===== src/rtl/pe_code_decoder.sv =====
// Regenerates a stretched one-hot request line from a 2-bit priority-encoder code.
// Optional per-line saturating event counters are enabled with `define PE_DEC_COUNT_EN.
module pe_code_decoder #(
  parameter int unsigned HOLD_CYCLES = 4,
  parameter int unsigned CNT_W       = 8
) (
  input  logic             clk,
  input  logic             rst,
  input  logic [1:0]       code,
  input  logic             code_valid,
  output logic             code_ready,
  output logic [2:0]       dec_out,
`ifdef PE_DEC_COUNT_EN
  output logic [CNT_W-1:0] cnt0,
  output logic [CNT_W-1:0] cnt1,
  output logic [CNT_W-1:0] cnt2,
`endif
  output logic             busy
);

  typedef enum logic [1:0] {
    StIdle = 2'b00,
    StHold = 2'b01,
    StGap  = 2'b10
  } state_e;

  localparam logic [7:0] HoldLoad = 8'(HOLD_CYCLES - 1);

  state_e     state_q, state_d;
  logic [7:0] hold_q, hold_d;
  logic [2:0] dec_q, dec_d;
  logic       busy_q, busy_d;
  logic       xfer;
  logic [2:0] code_onehot;

  assign code_ready = (state_q == StIdle) & ~rst;
  assign xfer       = code_valid & code_ready;

  // Code 00 maps to no line at all, so it is accepted but never raises dec_out.
  always_comb begin
    code_onehot = 3'b000;
    unique case (code)
      2'b01:   code_onehot = 3'b001;
      2'b10:   code_onehot = 3'b010;
      2'b11:   code_onehot = 3'b100;
      default: code_onehot = 3'b000;
    endcase
  end

  always_comb begin
    state_d = state_q;
    hold_d  = hold_q;
    dec_d   = dec_q;
    unique case (state_q)
      StIdle: begin
        dec_d = 3'b000;
        if (xfer && (code != 2'b00)) begin
          dec_d   = code_onehot;
          hold_d  = HoldLoad;
          state_d = StHold;
        end
      end
      StHold: begin
        if (hold_q == 8'd0) begin
          dec_d   = 3'b000;
          state_d = StGap;
        end else begin
          hold_d = hold_q - 8'd1;
        end
      end
      StGap: begin
        dec_d   = 3'b000;
        state_d = StIdle;
      end
      default: begin
        dec_d   = 3'b000;
        hold_d  = 8'd0;
        state_d = StIdle;
      end
    endcase
    busy_d = (state_d != StIdle);
  end

  always_ff @(posedge clk or posedge rst) begin
    if (rst) begin
      state_q <= StIdle;
      hold_q  <= 8'd0;
      dec_q   <= 3'b000;
      busy_q  <= 1'b0;
    end else begin
      state_q <= state_d;
      hold_q  <= hold_d;
      dec_q   <= dec_d;
      busy_q  <= busy_d;
    end
  end

  assign dec_out = dec_q;
  assign busy    = busy_q;

`ifdef PE_DEC_COUNT_EN
  logic [2:0][CNT_W-1:0] cnt_q, cnt_d;

  always_comb begin
    cnt_d = cnt_q;
    if (xfer) begin
      for (int i = 0; i < 3; i++) begin
        if (code_onehot[i] && !(&cnt_q[i])) begin
          cnt_d[i] = cnt_q[i] + CNT_W'(1);
        end
      end
    end
  end

  always_ff @(posedge clk or posedge rst) begin
    if (rst) begin
      cnt_q <= '0;
    end else begin
      cnt_q <= cnt_d;
    end
  end

  assign cnt0 = cnt_q[0];
  assign cnt1 = cnt_q[1];
  assign cnt2 = cnt_q[2];
`endif

endmodule


===== config.mk =====
export PLATFORM = sky130hd
export DESIGN_NAME = pe_code_decoder
export DESIGN_NICKNAME = d
export VERILOG_FILES = /design/src/rtl/pe_code_decoder.sv
export SDC_FILE = /design/constraint.sdc
export NUM_CORES = 1
export LEC_CHECK = 0
export CAP_MARGIN = 20
export CORE_AREA = 8 8 54 56
export CTS_CLUSTER_SIZE = 24
export DETAILED_ROUTE_END_ITERATION = 8
export DIE_AREA = 0 0 62 64
export GPL_ROUTABILITY_DRIVEN = 0
export PLACE_DENSITY = 0.67
export SLEW_MARGIN = 0
export SYNTH_ARGS = -nofsm -noshare
export SYNTH_HDL_FRONTEND = slang
export SYNTH_SLANG_ARGS = --single-unit

===== constraint.sdc =====
create_clock -name clk -period 1.7 [get_ports clk]
set_input_delay 0.34 -clock clk [delete_from_list [all_inputs] [get_ports clk]]
set_output_delay 0.34 -clock clk [all_outputs]
set_load 0.02 [all_outputs]

# Yosys cells after proc, flatten, opt, wreduce, memory -nomap -nowiden
# Cells that the tools add are included.
# classes
n_eq_ne	8
add_sub_neg	1
reduce_logical	6
n_bitwise	4
muxes	10
# op_table
op	n
one-hot mux 8 bit (3 select lines)	1
two-way mux 8 bit	2
one-hot mux 3 bit (3 select lines)	1
logical NOT 8 bit	1
subtractor 8 x 1 -> 8 bit (second input constant)	1
== test 2 bit (second input constant)	3
two-way mux 3 bit	2
one-hot mux 3 bit (2 select lines)	1
== test 2 x 1 -> 1 bit (second input constant)	2
two-way mux 2 bit	2
!= test 2 bit (second input constant)	2
one-hot mux 2 bit (2 select lines)	1
nonzero test 2 bit	2
AND reduction 3 bit	1
bitwise AND 1 bit	2
logical NOT 2 bit	1
!= test 2 x 1 -> 1 bit (second input constant)	1
NOT 1 bit	2
logical AND 1 bit	1
# word_totals
reg_bits	14
wordCells	33
out_inout_bits	5

# Logic depth before layout (Yosys ltp)
# Gate-level depths: netlist of run 1.
# logic_depth
depth_word	7
depth_mapped	6
depth_no_buf	6

# Worst setup path before layout of run 1
# OpenSTA, ideal clock, no wires.
# synth_path
path_kind	register to register
start	register hold_q[0]
end	register hold_q[3]
setup_ns	0.132
t_arrival_ns	1.685
stages_incl_launch_ff	7
setup_slack_ns	-0.117
period_less_slack_ns	1.817
n_path_buf	0
path_cell_list	dfrtp_1 > inv_1 > ha_1 > or4b_4 > or2_2 > o21bai_1 > o22ai_1
# synth_between
elab_chain_cells	3
# synth_rtl
element	line_no	rtl
start: declaration	30	logic [7:0] hold_q, hold_d;
start signal: assignment	92	hold_q <= hold_d;
subtractor 8 x 1 -> 8 bit or logical NOT 8 bit (tied branches)	68, 64	
two-way mux 8 bit or != test 2 bit (tied branches)	n/a	
one-hot mux 8 bit (3 select lines) or AND reduction 3 bit (tied branches)	n/a	
# Parallel ways exist; a longest one is shown, timed or not. The select of a mux whose other input is x is not followed.
# A chain may end at the register's enable or synchronous reset.

# Final worst setup path of run 1
# layout_path
start	register hold_q[0]
end	register hold_q[7]
# The elaborated chain is that of the path after synthesis.

==> results.cfg, run 1 <==
[finish]
final_nets = 119
fin_cells = 139
drive_gt1_share_pct = 44.14
antenna_cells = 0
synthToLayoutAreaGrowth_pct = 52.18
fill_cells = 176
final_area_um2 = 1179
multi_input_area_um2 = 470.5
regArea_um2 = 351.6
final_common_cell = buf_4
post-route-util_pct = 55.97
layout_common_cells = buf_4 (20), dfrtp_1 (13), nand2_1 (8), clkdlybuf4s50_1 (8), inv_1 (6)

[floorplan]
die_h_um = 64
core_area_um2 = 2106
fp.dieW_um = 62
die_area_um2 = 3968
start_util_pct = 36.78
rows = 17
io_pins = 10

[synthesis]
postSynthAreaPerCell_um2 = 9.804
yosysSeqAreaShare_pct = 45.23
synthDistinctLibCells = 34
synth_edf_count = 0
ys_ff_latch = 14
synth_warnings = 0
synth_area_um2 = 774.5
synth_top_area_cell = dfrtp_1
netlist.area_leader.share_pct = 45.23
synth_nets = 86
synth_async_sr_flop_share_pct = 100.0
synth_cells = 79
ys_top_cells_by_area = dfrtp_1 (45%), nand2_1 (4.4%), a21oi_1 (3.9%)
synth_ff_type = dfrtp_1

[timing]
hold_viol = 0
rsz0062_at_grt = true
drv_slew = 0
final.period_utilization_pct = 111.6
tightestPinTransition_ns = 0.4101
slew_headroom_pct = 72.66
period_needed_ns = 1.898
setup_violations = 12
max_freq_mhz = 526.9
setup_ws_ns = -0.1979
clock-skew-final_ns = 0.001674

[drt]
via_per_inst = 5.245
drtIter0Drc = 46
routed_wl_um = 2178
antenna_left = 0
vias = 729
drt-pass1-iter-count = 4
drc = 0
wl_per_cell_um = 15.67

[place]
placed_cells = 133
dpl.hpwl_um = 1450
placed_area_um2 = 1055
io_buffers = 9

[worst_setup_path]
required_ns = 1.93
cp_max_fo = 3
cp-end-kind = flip-flop
worstPathArrival_ns = 2.13
path_class = reg2reg
startpoint_type = flip-flop

[grt]
grt_max_degree = 15
grt_overflow = 0
grt_usage_pct = 12.11
grt_pass1_wl_um = 3601
grt_pass1_vias = 814
antenna_found_initial = 0

[pwr]
power_density_nw_per_um2 = 524.4
power_leakage_nw = 0.5068
ir_drop_mv = 0.5589
pwr-share-seq_pct = 54.3
p_sw_share_pct = 21.60
cell_internal_pwr_mw = 0.4845
netSwitchingPower_mw = 0.1335
p_clk_share_pct = 39.7
combPwrFrac_pct = 6.0

[cts]
clk-insertion-delay-late_ns = 0.28
clk_pin_slew_worst_paths_ns = 0.09
cts_hold_buffers = 0
h-tree-depth = 1
cts.sinks = 14
cts-root-buf = clkbuf_4
cts_tree = yes
clockBufferDepth = 2
cts_made_buffers = 3

[run_status]
status = finished, violations left
failed_checks = negative setup slack

[worst_hold_path]
hold_path_class = reg2reg

[flow_run]
maxCapViolCount = 0
-- flip-flops by register name, summed over array words and instances (netlist names) --
signal,flops
busy,1
dec_out,3
hold_q,8
state_q,2
-- metal layers --
layer	wire length [µm]	part of all wire, %	track usage, %
met2	1157	53	21.09
met3	66	3.0	2.800
met1	941	43	13.06
met5	0	0	0
met4	14	0.64	5.698
-- per-stage QoR --
| stage | total power [mW] | setup TNS (ns) | setup WS, ns | hold slack (ns) |
|---|---|---|---|---|
| after floorplan | 0.3525 | -0.2717 | -0.06891 | 0.2292 |
| after global placement | 0.3774 | -4.265 | -0.4196 | 0.4757 |
| after detailed placement | 0.3782 | -4.783 | -0.4625 | 0.4787 |
| after CTS | 0.6214 | -1.160 | -0.1468 | 0.5065 |
| after global routing | 0.6390 | -2.393 | -0.2492 | 0.5360 |
| final | 0.6180 | -1.590 | -0.1979 | 0.5117 |
-- critical path, stage by stage (launching register included) --
cell	delay [ns]
dfrtp_1	0.42
buf_4	0.15
or4_4	0.54
or2_1	0.24
or4_1	0.42
nand2_1	0.08
-- final cells by class --
| cell class | count | share of cell area, % |
|---|---|---|
| repair buffers | 30 | 21.66 |
| multi-input cells | 55 | 39.92 |
| inverters | 8 | 2.548 |
| well taps | 28 | 2.972 |
| clock buffers | 4 | 3.079 |
| flip-flops and latches | 14 | 29.83 |
-- what timing repair did --
action	in CTS	in global routing
endpoints found under the setup margin	13	12
cloned	0	0
hold endpoints to repair	0	0
buffers inserted	1	1
gates resized for setup	11	12
pin swaps	3	11
-- power groups by stage --
stage | Combinational [mW] | Sequential, mW | Clock (mW)
2_1_floorplan | 0.00813 | 0.344 | 0
3_3_place_gp | 0.0354 | 0.342 | 0
3_5_place_dp | 0.0361 | 0.342 | 0
4_1_cts | 0.0370 | 0.336 | 0.249
5_1_grt | 0.0404 | 0.336 | 0.263
6_report | 0.0372 | 0.336 | 0.245
-- kinds of logic after synthesis --
kind of cell,Yosys count,share of synthesized area [%]
compound gates,23,22.14
flops,14,45.23
mux,3,4.200
buf+inv,10,5.815
fa+ha+maj,2,3.231
simple gates,27,19.39
-- cells in the mapped netlist (2+ instances only) --
| cell type | count |
|---|---|
| a21oi_1 | 6 |
| a32o_1 | 2 |
| dfrtp_1 | 14 |
| ha_1 | 2 |
| inv_1 | 8 |
| mux2_2 | 2 |
| nand2_1 | 9 |
| nor2_1 | 4 |
| nor3_1 | 3 |
| o21ai_0 | 2 |
| o22ai_1 | 3 |
| o2bb2ai_1 | 2 |
-- worst paths after layout --
| check | depth (start not counted) | end | slack (ns) | start |
|---|---|---|---|---|
| worst max-delay path | 5 | hold_q[7] | -0.20 | hold_q[0] |
| worst min-delay path | 1 | dec_out[2] | 0.51 | dec_out[2] |
| worst max register to register | 5 | hold_q[7] | -0.20 | hold_q[0] |
| worst min register to register | 1 | dec_out[2] | 0.51 | dec_out[2] |
| max in group asynchronous | 4 | state_q[0] | 0.98 | rst |
| min in group asynchronous | 4 | hold_q[7] | 0.54 | rst |
No activity file was read; power rests on OpenSTA's default activity.
==> run 2, diff against run 1 <==
Settings changed: HOLD_SLACK_MARGIN set to 0.08, PLACE_DENSITY 0.67 to unset, PLACE_DENSITY_LB_ADDON set to 0.25.
==> run 2 against run 1 <==
The run still ends with negative setup slack left. Clock skew is 0.014 ns higher. Die area stayed put. Wire length is 5.2% lower. Sequential cell count stayed put. Power is 0.46% higher. Clock power is 2% higher. Sequential share of layout area is 0.45 points higher. Critical endpoint unchanged. Highest routed layer unchanged. Combinational power is 6.2% lower.
==> results.cfg, run 2 (synthesis results as in run 1) <==
[finish]
drive_gt1_share_pct = 42.34
post-route-util_pct = 55.14
max_flop_register = hold_q
final_nets = 119
fill_cells = 186
regArea_um2 = 351.6
largest_reg_flops = 8
fin_cells = 139
final_area_um2 = 1161
final_common_cell = buf_4
layout_common_cells = buf_4 (18), dfrtp_1 (13), nand2_1 (8)
synthToLayoutAreaGrowth_pct = 49.92
antenna_cells = 0
multi_input_area_um2 = 449.2

[drt]
routed_wl_um = 2065
drtIter0Drc = 22
wl_per_cell_um = 14.86
via_per_inst = 5.137
vias = 714
antenna_left = 0
drc = 0
drt-pass1-iter-count = 4

[cts]
cts-root-buf = clkbuf_4
cts.sinks = 14
clk-insertion-delay-late_ns = 0.30
clockBufferDepth = 2
h-tree-depth = 1
clk_pin_slew_worst_paths_ns = 0.10
cts_hold_buffers = 0
cts_made_buffers = 3
cts_tree = yes

[place]
io_buffers = 9
dpl.hpwl_um = 1485
placed_cells = 134
placed_area_um2 = 1050

[worst_setup_path]
critPathTopFamily = simple AND/OR/NAND/NOR gates
worstPathArrival_ns = 2.11
startpoint_type = flip-flop
crit_path_cell_trace = buf_4, or4_4, or2_1, or4_1, nand2_1
cp_max_fo = 3
cpMaxStageDelayCell = or4_4
cp-end-kind = flip-flop
required_ns = 1.95
path_class = reg2reg
critPathMaxStageDelay_ns = 0.52
cp.buffers_inverters = 1

[floorplan]
fp.dieW_um = 62
io_pins = 10
die_h_um = 64
die_area_um2 = 3968
rows = 17
start_util_pct = 36.78
core_area_um2 = 2106

[timing]
slew_headroom_pct = 71.20
clock-skew-final_ns = 0.01552
drv_slew = 0
setup_violations = 12
rsz0062_at_grt = true
final.period_utilization_pct = 109.6
tns_ns = -1.218
period_needed_ns = 1.864
hold_viol = 0
setup_ws_ns = -0.1636
max_freq_mhz = 536.6
tightestPinTransition_ns = 0.4320

[pwr]
power_leakage_nw = 0.5173
netSwitchingPower_mw = 0.1382
p_sw_share_pct = 22.26
power_density_nw_per_um2 = 534.7
cell_internal_pwr_mw = 0.4827
ir_drop_mv = 0.4832
pwr-share-seq_pct = 54.1
combPwrFrac_pct = 5.6
p_clk_share_pct = 40.3
power_mw = 0.6209

[run_status]
status = finished, violations left
failed_checks = negative setup slack

[grt]
grt_max_degree = 15
grt_overflow = 0
grt_usage_pct = 11.02
antenna_found_initial = 0
grt_pass1_vias = 726
grt_pass1_wl_um = 3270

[worst_hold_path]
hold_path_class = in2async

[flow_run]
maxCapViolCount = 0
[run 2: cell types whose count changed in the layout (fill, tap and decap cells not counted), sizes merged]
cell,before,now
clkdlybuf4s50,8,6
dlymetal6s2s,0,2
buf,22,21
clkbuf,4,5
[run 2: power groups by stage]
stage	combinational (mW)	sequential, mW	clock, mW
floorplan	0.00813	0.344	0
global placement	0.0341	0.342	0
detailed placement	0.0351	0.342	0
CTS	0.0350	0.336	0.259
global route	0.0387	0.336	0.267
finish	0.0349	0.336	0.250
[run 2: routing by layer]
metal / GRT usage (%) / vias up / part of all wire (%)
met5: 0 / - / 0
met4: 5.413 / 0 / 1.7
met3: 4.000 / 5 / 3.8
met2: 16.69 / 9 / 53
met1: 13.20 / 350 / 42
li1: - / 350 / -
[run 2: worst reg2reg max path: cells and delay by family, from the launching register on]
kind,cells,cell delay (ns)
buffers and inverters,1,0.15
flip-flops,1,0.43
AND/OR/NAND/NOR,4,1.22
[run 2: repair_timing]
| action | in CTS | in global routing |
|---|---|---|
| hold endpoints to repair | 0 | 0 |
| pin swaps | 2 | 9 |
| gates resized for setup | 4 | 20 |
| setup buffers | 0 | 1 |
| endpoints found under the setup margin | 14 | 14 |
[run 2: metrics by stage]
step | hold slack (ns) | setup WS (ns)
6_report | 0.08811 | -0.1636
5_1_grt | 0.1270 | -0.2241
4_1_cts | 0.3909 | -0.1605
3_5_place_dp | 0.4861 | -0.4419
3_3_place_gp | 0.4763 | -0.4177
2_1_floorplan | 0.2292 | -0.06891
[run 2: worst paths after layout]
kind	startpoint	to	slack [ns]	cells after the start
setup / recovery	hold_q[0]	hold_q[7]	-0.16	5
hold / removal	rst	state_q[1]	0.09	3
setup reg to reg	hold_q[0]	hold_q[7]	-0.16	5
hold reg to reg	dec_out[0]	dec_out[0]	0.51	1
max in group asynchronous	rst	state_q[0]	1.40	3
min in group clk	dec_out[0]	dec_out[0]	0.51	1
[run 2: cell type report]
cell class	instances	area share, %
timing repair buffer	30	22.31
clock buffer	4	3.125
inverter	8	2.586
sequential	14	30.28
tap	28	3.017
multi-input combinational	55	38.69
==> run 3, diff against run 2 <==
Settings changed: ABC_CLOCK_PERIOD_IN_PS set to 1700.
==> results of run 3 <==
No change in the layout: final DEF, timing and power equal those of run 2.
